**src/rtl/cobi_run_ctrl.sv**
```systemverilog
// Job-level sequencer for one COBI chip chain: program, anneal for N cycles, sample, report status.
// All outputs are registered or decoded from the state register; no input-to-output paths.
module cobi_run_ctrl #(
  parameter int unsigned NUM_CHIPS_PER_CHAIN   = 1,
  parameter int unsigned ANNEAL_CYCLES_DEFAULT = 1000,
  parameter int unsigned PROG_TIMEOUT          = 65536,
  parameter int unsigned SAMPLE_TIMEOUT        = 4096
) (
  input  logic        clk,
  input  logic        rst,
  input  logic        cmd_valid,
  output logic        cmd_ready,
  input  logic [1:0]  cmd_op,
  input  logic [15:0] cmd_anneal_cycles,
  input  logic        abort,
  output logic        prog_start,
  input  logic        prog_ready,
  output logic        anneal_en,
  output logic        sample_start,
  input  logic        sample_done,
  output logic        busy,
  output logic        done,
  output logic [1:0]  status
);

  localparam int unsigned TMO_MAX = (PROG_TIMEOUT > SAMPLE_TIMEOUT) ? PROG_TIMEOUT
                                                                   : SAMPLE_TIMEOUT;
  localparam int unsigned TMO_W   = (TMO_MAX > 2) ? $clog2(TMO_MAX) : 1;

  localparam logic [TMO_W-1:0] PROG_LAST   = TMO_W'(PROG_TIMEOUT - 1);
  localparam logic [TMO_W-1:0] SAMPLE_LAST = TMO_W'(SAMPLE_TIMEOUT - 1);
  localparam logic [15:0]      ANNEAL_DEF  = 16'(ANNEAL_CYCLES_DEFAULT);

  localparam logic [2:0] IDLE        = 3'd0;
  localparam logic [2:0] PROG_START  = 3'd1;
  localparam logic [2:0] PROG_WAIT   = 3'd2;
  localparam logic [2:0] ANNEAL      = 3'd3;
  localparam logic [2:0] SAMPLE      = 3'd4;
  localparam logic [2:0] SAMPLE_WAIT = 3'd5;
  localparam logic [2:0] DONE        = 3'd6;

  localparam logic [1:0] ST_OK       = 2'd0;
  localparam logic [1:0] ST_PROG_TMO = 2'd1;
  localparam logic [1:0] ST_SAMP_TMO = 2'd2;
  localparam logic [1:0] ST_ABORT    = 2'd3;

  if (NUM_CHIPS_PER_CHAIN < 1 || ANNEAL_CYCLES_DEFAULT < 1 || ANNEAL_CYCLES_DEFAULT > 65535 ||
      PROG_TIMEOUT < 1 || SAMPLE_TIMEOUT < 1) begin : g_param_check
    $error("cobi_run_ctrl: illegal parameter value");
  end

  logic [2:0]       state_q, state_d;
  logic [1:0]       op_q, op_d;
  logic [15:0]      anneal_cnt_q, anneal_cnt_d;
  logic [TMO_W-1:0] tmo_q, tmo_d;
  logic             seen_low_q, seen_low_d;
  logic [1:0]       status_q, status_d;
  logic [15:0]      anneal_len;

  assign anneal_len = (cmd_anneal_cycles == 16'd0) ? ANNEAL_DEF : cmd_anneal_cycles;

  always_comb begin
    state_d      = state_q;
    op_d         = op_q;
    anneal_cnt_d = anneal_cnt_q;
    tmo_d        = tmo_q;
    seen_low_d   = seen_low_q;
    status_d     = status_q;
    // Abort outranks any completion or timeout seen in the same cycle.
    if (abort && state_q != IDLE && state_q != DONE) begin
      state_d  = DONE;
      status_d = ST_ABORT;
    end else begin
      case (state_q)
        IDLE: begin
          if (cmd_valid) begin
            op_d         = cmd_op;
            anneal_cnt_d = anneal_len - 16'd1;
            status_d     = ST_OK;
            case (cmd_op)
              2'd1:    state_d = ANNEAL;
              2'd3: begin
                state_d  = DONE;
                status_d = ST_ABORT;
              end
              default: state_d = PROG_START;
            endcase
          end
        end
        PROG_START: begin
          state_d    = PROG_WAIT;
          tmo_d      = '0;
          seen_low_d = 1'b0;
        end
        PROG_WAIT: begin
          if (!prog_ready) seen_low_d = 1'b1;
          // Ready is trusted only after it has been seen low since the start pulse.
          if (seen_low_q && prog_ready) begin
            if (op_q == 2'd2) begin
              state_d = ANNEAL;
            end else begin
              state_d  = DONE;
              status_d = ST_OK;
            end
          end else if (tmo_q == PROG_LAST) begin
            state_d  = DONE;
            status_d = ST_PROG_TMO;
          end else begin
            tmo_d = tmo_q + TMO_W'(1);
          end
        end
        ANNEAL: begin
          if (anneal_cnt_q == 16'd0) state_d = SAMPLE;
          else anneal_cnt_d = anneal_cnt_q - 16'd1;
        end
        SAMPLE: begin
          state_d = SAMPLE_WAIT;
          tmo_d   = '0;
        end
        SAMPLE_WAIT: begin
          if (sample_done) begin
            state_d  = DONE;
            status_d = ST_OK;
          end else if (tmo_q == SAMPLE_LAST) begin
            state_d  = DONE;
            status_d = ST_SAMP_TMO;
          end else begin
            tmo_d = tmo_q + TMO_W'(1);
          end
        end
        DONE:    state_d = IDLE;
        default: state_d = IDLE;
      endcase
    end
  end

  always_ff @(posedge clk or posedge rst) begin
    if (rst) begin
      state_q      <= IDLE;
      op_q         <= 2'd0;
      anneal_cnt_q <= 16'd0;
      tmo_q        <= '0;
      seen_low_q   <= 1'b0;
      status_q     <= ST_OK;
    end else begin
      state_q      <= state_d;
      op_q         <= op_d;
      anneal_cnt_q <= anneal_cnt_d;
      tmo_q        <= tmo_d;
      seen_low_q   <= seen_low_d;
      status_q     <= status_d;
    end
  end

  assign cmd_ready    = (state_q == IDLE);
  assign busy         = (state_q != IDLE);
  assign prog_start   = (state_q == PROG_START);
  assign anneal_en    = (state_q == ANNEAL);
  assign sample_start = (state_q == SAMPLE);
  assign done         = (state_q == DONE);
  assign status       = status_q;

endmodule

```
**config.mk**
```make
export PLATFORM = sky130hd
export DESIGN_NAME = cobi_run_ctrl
export DESIGN_NICKNAME = d
export VERILOG_FILES = /design/src/rtl/cobi_run_ctrl.sv
export SDC_FILE = /design/constraint.sdc
export NUM_CORES = 1
export LEC_CHECK = 0
export CAP_MARGIN = 20
export CORE_AREA = 8 8 75 127
export CTS_BUF_LIST = sky130_fd_sc_hd__clkbuf_16
export DETAILED_ROUTE_END_ITERATION = 10
export DIE_AREA = 0 0 83 135
export DONT_BUFFER_PORTS = 1
export PLACE_DENSITY = 0.49
export SLEW_MARGIN = 10
export SYNTH_ARGS = -nofsm -noshare
export SYNTH_HDL_FRONTEND = slang
export SYNTH_SLANG_ARGS = --single-unit
```
**constraint.sdc**
```tcl
create_clock -name clk -period 5.65 [get_ports clk]
set_input_delay 1.13 -clock clk [delete_from_list [all_inputs] [get_ports clk]]
set_output_delay 1.13 -clock clk [all_outputs]
set_load 0.02 [all_outputs]
```
==> results_dict.tcl, run 1 <==
set metrics [dict create \
    ant_nets 0 \
    via_per_inst 6.39 \
    grt_pass1_vias 3037 \
    tritoncts "built" \
    tightestPinTransition_ps 821 \
    grt_pass1_wl_um 15300 \
    fp.dieH_um 135 \
    final_area_sq_um 3230 \
    totalWireLength_um 9280 \
    ys_warn_count 0 \
    netSwitchingPower_w 0.000636 \
    dp_hpwl_um 6800 \
    cp_slowest_cell "dfrtp_1" \
    powerDensity_nw_per_um2 439 \
    root_buffer "clkbuf_16" \
    synth_ff_type "dfrtp_1" \
    ctsResizeCount 0 \
    place_area_sq_um 3100 \
    numCtsBuffers 5 \
    synthCells 397 \
    fmax_mhz 289 \
    pwr-share-comb 0.409 \
    htreeDepth 2 \
    grtUsageMet3 0.0314 \
    synthArstFlopShare 1.00 \
    rows 43 \
    synth_cell_types 55 \
    final.setup.tns_ps 0 \
    synth_enable_flop_cells 0 \
    postCtsSetupBuffers 0 \
    top_usage_layer "met2" \
    diodes 0 \
    syn-cell-area_sq_um 3030 \
    endpoint_kind "primary output" \
    io_pins 32 \
    synth-seq-cells 40 \
    drive_above_1_share 0.0515 \
    p_leak_nw 1.26 \
    overflow 0 \
    fp.dieW_um 83 \
    avgSynthCellArea_sq_um 7.64 \
    drtIter0Drc 175 \
    hp-start "op_q[1]" \
    grt_setup_unrepaired "false" \
    yosysSeqAreaShare 0.330 \
    final_nets 413 \
    syn-num-nets 423 \
    post-route-period-util 0.612 \
    outcome "completed" \
    clk_latency_ps 290 \
    switching_share 0.449 \
    cp.arrival_ps 2330 \
    avgRoutedWirePerCell_um 19.4 \
    synthToLayoutAreaGrowth_pct 6.64 \
    dr.pass1.iters 5 \
    clkSlewWorstSetupHoldPaths_ps 60 \
    pwr-share-seq 0.397 \
    crit_type "register to primary output" \
    grt_start_max_net_pins 41 \
    clkPwrFrac 0.193 \
    core_area_sq_um 7800 \
    die-area_sq_um 11200 \
    grt_usage 0.164 \
    start_util 0.389 \
    maxSlewViolCount 0 \
    crit_top_cell "buf_4" \
    cts_buffer_depth 2 \
    skew_ps 9.30 \
    place.port_buffers 0 \
    slowest_delay_ps 620 \
    grtUsageMet2 0.306 \
    globalRouteMet1Util 0.167 \
    worstReg2RegStart "state_q[2]" \
    drc_errors 0 \
    power.internal_w 0.000782 \
    hp-class "register to register" \
    routabilityCongestion 0.841 \
    cap_violations 0 \
    cp-start-kind "register" \
    critPathMaxFanout 27 \
    ctsHoldBuffers 0 \
    vdd_drop_max_mv 0.150 \
    cts_sinks 40 \
    setup_viol 0 \
    hold_viol_final 0 \
    hold_slack_ps 481 \
    cp_data_required_time_ps 4520 \
    min_period_ps 3460 \
    slew_headroom 0.448 \
    worstSetupStartpoint "state_q[2]" \
    antenna_found_initial 0 \
    cp_cell_sequence "nand3b_1 -> buf_4 -> inv_1 -> buf_4" \
    dr_total_vias 3053 \
]
final cells by class:
class / instances / area (sq um)
clock buffer: 5 / 125
inverter: 10 / 37.5
fill: 797 / 4570
tap: 90 / 113
multi-input combinational: 325 / 1910
clock inverter: 3 / 11.3
timing repair buffer: 5 / 37.5
sequential: 40 / 1000
placed cells by master (no fill, tap or decap), types with 3 or more instances in the layout:
master | netlist | final
a2111oi_0 | 3 | 3
a211oi_1 | 9 | 9
a21o_1 | 3 | 3
a21oi_1 | 18 | 18
a31oi_1 | 14 | 14
a32o_1 | 3 | 3
and2_1 | 3 | 3
and3_1 | 6 | 6
buf_4 | 0 | 5
clkbuf_16 | 0 | 5
dfrtp_1 | 40 | 40
inv_1 | 10 | 11
mux2i_1 | 11 | 11
nand2_1 | 46 | 46
nand3_1 | 8 | 8
nand3b_1 | 3 | 3
nand4_1 | 6 | 6
nor2_1 | 47 | 47
nor2b_1 | 3 | 3
nor3_1 | 21 | 21
nor3b_1 | 4 | 4
nor4_1 | 6 | 6
o211ai_1 | 6 | 6
o21ai_0 | 45 | 45
o21bai_1 | 3 | 3
o22ai_1 | 3 | 3
o31ai_1 | 4 | 4
o41ai_1 | 3 | 3
or2_2 | 3 | 3
or3_1 | 8 | 8
power by group through the flow:
stage / sequential, W / clock, W / combinational (W)
after floorplan: 0.000484 / 0 / 0.000523
after global placement: 0.000565 / 0 / 0.000582
after detailed placement: 0.000568 / 0 / 0.000586
after CTS: 0.000563 / 0.000283 / 0.000588
after global routing: 0.000584 / 0.000293 / 0.000661
final: 0.000563 / 0.000274 / 0.000581
path summary, 6_finish.rpt:
kind	endpoint	slack [ps]	cells past startpoint
worst max-delay path	anneal_en	2190	4
worst min-delay path	op_q[1]	480	2
worst max register to register	anneal_cnt_q[14]	2220	8
worst min register to register	op_q[1]	480	2
max in group asynchronous	anneal_cnt_q[12]	4400	2
min in group asynchronous	anneal_cnt_q[1]	860	2
registers in the layout, indices dropped and copies added (netlist names):
| name | cells |
|---|---|
| state_q | 3 |
| status | 2 |
| anneal_cnt_q | 16 |
| op_q | 2 |
| tmo_q | 16 |
| seen_low_q | 1 |
routing by layer:
layer,share of wire,routed length [um],up-vias
li1,-,-,1477
met1,0.39,3600,1488
met5,0,0,-
met4,0.034,312,0
met2,0.54,5000,70
met3,0.039,366,18
kinds of logic (layout without fill, tap and decap cells):
| group | after synthesis | count (layout) | synth area share |
|---|---|---|---|
| xor+xnor | 1 | 1 | 0.00289 |
| fa+ha+maj | 2 | 2 | 0.00825 |
| compound gates | 132 | 132 | 0.285 |
| mux | 13 | 13 | 0.0437 |
| flops | 40 | 40 | 0.330 |
| simple gates | 177 | 177 | 0.290 |
| buf+inv | 32 | 23 | 0.0404 |
critical path, delay by kind of cell (launching register included):
kind | cells | cell delay [ps]
buf+inv | 3 | 1140
flops | 1 | 620
simple gates | 1 | 280
through the flow:
step | total power [W] | cells | setup slack [ps] | utilization
global route | 0.00154 | 478 | 2000 | 0.415
global placement | 0.00115 | 470 | 2260 | 0.397
CTS | 0.00143 | 478 | 2200 | 0.415
detailed placement | 0.00115 | 470 | 2260 | 0.397
floorplan | 0.00101 | 397 | 2580 | -
finish | 0.00142 | 478 | 2190 | 0.415
cell usage after synthesis, drive strengths merged (3+ instances only):
library cell / instances / area (sq um)
nand3: 8 / 40.0
mux2i: 11 / 110
o211ai: 6 / 45.0
o22ai: 3 / 18.8
inv: 10 / 37.5
nor3b: 4 / 30.0
o21ai: 45 / 225
nand4: 6 / 37.5
nand2: 46 / 173
or2: 3 / 18.8
a21o: 3 / 22.5
a21oi: 18 / 90.1
or3: 9 / 61.3
and3: 6 / 37.5
nor3: 21 / 105
nor4: 7 / 50.1
o21bai: 3 / 22.5
dfrtp: 40 / 1000
a2111oi: 3 / 26.3
nor2: 48 / 183
a211oi: 9 / 67.6
o31ai: 4 / 30.0
nand3b: 3 / 22.5
a31oi: 14 / 87.6
clkbuf: 20 / 75.1
a32o: 3 / 30.0
nor2b: 3 / 18.8
and2: 3 / 18.8
o41ai: 3 / 26.3
(Power assumes the default switching activity.)
==> run 2: changes to the inputs <==
--- a/config.mk
+++ b/config.mk
@@ -11,7 +11,7 @@
 export DETAILED_ROUTE_END_ITERATION = 10
 export DIE_AREA = 0 0 83 135
 export DONT_BUFFER_PORTS = 1
-export PLACE_DENSITY = 0.49
+export PLACE_DENSITY = 0.51
 export SLEW_MARGIN = 10
 export SYNTH_ARGS = -nofsm -noshare
 export SYNTH_HDL_FRONTEND = slang
==> constraint.sdc (replaced) <==
create_clock -name clk -period 2.94 [get_ports clk]
set_input_delay 0.588 -clock clk [delete_from_list [all_inputs] [get_ports clk]]
set_output_delay 0.588 -clock clk [all_outputs]
set_load 0.02 [all_outputs]
==> run 2 against run 1 <==
  * Die area stayed put
  * Sequential cell count is the same
  * Critical endpoint is now state_q[2]
  * Highest routed layer unchanged
  * Critical path depth is 4 higher
  * Largest cell class unchanged
  * Clock power up 130%
==> results_dict.tcl, run 2 (synthesized netlist as in run 1, its figures left out) <==
set metrics [dict create \
    maxSlewViolCount 0 \
    drive_above_1_share 0.0893 \
    routabilityCongestion 0.924 \
    ant_nets 0 \
    overflow 0 \
    cpLargestDelayFamily "simple AND/OR/NAND/NOR gates" \
    cap_violations 0 \
    fp.dieW_um 83 \
    skew_ps 3.93 \
    cp-start-kind "register" \
    cp_cell_sequence "buf_4 -> nor3b_1 -> nand2_1 -> a221o_1 -> nor2_1 -> buf_4 -> nor2_1 -> o21a_1" \
    r2r_end "state_q[2]" \
    p_leak_nw 1.33 \
    utilization 0.432 \
    via_per_inst 6.37 \
    start_util 0.389 \
    cp.buffers_inverters 2 \
    post-route-period-util 0.879 \
    diodes 0 \
    vdd_drop_max_mv 0.436 \
    endpoint_kind "register" \
    drc_errors 0 \
    cts_buffer_depth 2 \
    grt_usage 0.167 \
    rr_worst_depth 8 \
    ctsHoldBuffers 0 \
    worstSetupStartpoint "state_q[1]" \
    fmax_mhz 387 \
    crit_type "register to register" \
    dr_total_vias 3139 \
    final_cell_mix "nor2_1 (47), nand2_1 (46), o21ai_0 (45)" \
    synthToLayoutAreaGrowth_pct 11.2 \
    avgRoutedWirePerCell_um 18.9 \
    dp_slack_ps 246 \
    tritoncts "built" \
    fp.dieH_um 135 \
    place_inst 485 \
    multi_input_area_sq_um 1910 \
    clk_latency_ps 290 \
    critPathMaxFanout 22 \
    core_area_sq_um 7800 \
    final_cell_count_no_fill 493 \
    numCtsBuffers 5 \
    rows 43 \
    htreeDepth 2 \
    final.setup.tns_ps 0 \
    postCtsSetupBuffers 0 \
    io_pins 32 \
    cp.arrival_ps 2760 \
    slowest_delay_ps 480 \
    root_buffer "clkbuf_16" \
    grt_pass1_vias 3158 \
    slew_headroom 0.488 \
    setup_viol 0 \
    dr.pass1.iters 4 \
    worstReg2RegStart "state_q[1]" \
    hold_viol_final 0 \
    grt_start_max_net_pins 41 \
    clkSlewWorstSetupHoldPaths_ps 60 \
    grt_pass1_wl_um 15500 \
    hp-class "primary input to asynchronous set/reset pin" \
    cp_slowest_cell "a221o_1" \
    regArea_sq_um 1000 \
    outcome "completed" \
    totalWireLength_um 9330 \
    min_period_ps 2580 \
    final_nets 428 \
    die-area_sq_um 11200 \
    reg2reg_setup_slack_ps 360 \
    drtIter0Drc 210 \
    antenna_found_initial 0 \
    cts_sinks 40 \
    reg.largest.list "anneal_cnt_q: 16 flops, tmo_q: 16 flops, state_q: 3 flops" \
    dp_hpwl_um 7010 \
    nFillCells 812 \
    layout_commonest_cell "nor2_1" \
    powerDensity_nw_per_um2 867 \
    ctsResizeCount 0 \
    cp_data_required_time_ps 3120 \
    tightestPinTransition_ps 761 \
    place.port_buffers 0 \
    grt_setup_unrepaired "false" \
    finalWorstSetupSlack_ps 357 \
]
-- run 2: cell count changes in the layout (fill, tap and decap cells not counted), sizes merged --
cell / previous run / this run
bufinv: 0 / 1
buf: 5 / 20
inv: 11 / 9
clkinv: 2 / 3
-- run 2: worst max path at each step --
stage	endpoint	slack, ps	depth (start not counted)
6_report	state_q[2]	360	8
5_1_grt	tmo_q[7]	160	8
4_1_cts	anneal_cnt_q[13]	370	8
3_5_place_dp	anneal_cnt_q[12]	250	7
3_3_place_gp	anneal_cnt_q[12]	270	7
2_1_floorplan	anneal_cnt_q[14]	60	10
-- run 2: power breakdown --
| part | internal (W) | switching (W) |
|---|---|---|
| sequential | 0.000749 | 0.000226 |
| clock | 0.000395 | 0.000235 |
| combinational | 0.000529 | 0.000789 |
| total | 0.00167 | 0.00125 |
-- run 2: worst register-to-register path: stages, from the launching register on --
cell,delay [ps]
dfrtp_1,360
buf_4,230
nor3b_1,440
nand2_1,150
a221o_1,480
nor2_1,380
buf_4,200
nor2_1,40
o21a_1,180
-- run 2: layout make-up --
cell class                      instances  area share
Multi-Input combinational cell        325       0.566
Sequential cell                        40       0.297
Clock inverter                          3      0.0111
Timing Repair Buffer                   20      0.0445
Clock buffer                            5      0.0371
Tap cell                               90      0.0334
Inverter                               10      0.0111
-- run 2: through the flow --
| step | power, W | hold WS [ps] | instance area [sq um] |
|---|---|---|---|
| floorplan | 0.00194 | 437 | 3040 |
| global placement | 0.00230 | 459 | 3210 |
| detailed placement | 0.00231 | 473 | 3210 |
| CTS | 0.00295 | 346 | 3370 |
| global route | 0.00316 | 377 | 3370 |
| finish | 0.00292 | 314 | 3370 |
-- run 2: metal layers --
metal  vias up  global-route usage  share of wire
li1       1516                   -              -
met1      1521               0.162           0.37
met2        75               0.317           0.54
met3        27              0.0320          0.042
met4         0              0.0953          0.043
met5         -                   0              0
==> run 3: changes to the inputs <==
--- a/config.mk
+++ b/config.mk
@@ -12,7 +12,7 @@
 export DIE_AREA = 0 0 83 135
 export DONT_BUFFER_PORTS = 1
 export PLACE_DENSITY = 0.51
-export SLEW_MARGIN = 10
+export SLEW_MARGIN = 25
 export SYNTH_ARGS = -nofsm -noshare
 export SYNTH_HDL_FRONTEND = slang
 export SYNTH_SLANG_ARGS = --single-unit
==> results of run 3 <==
The final DEF is identical to that of run 2; final timing and power are the same.
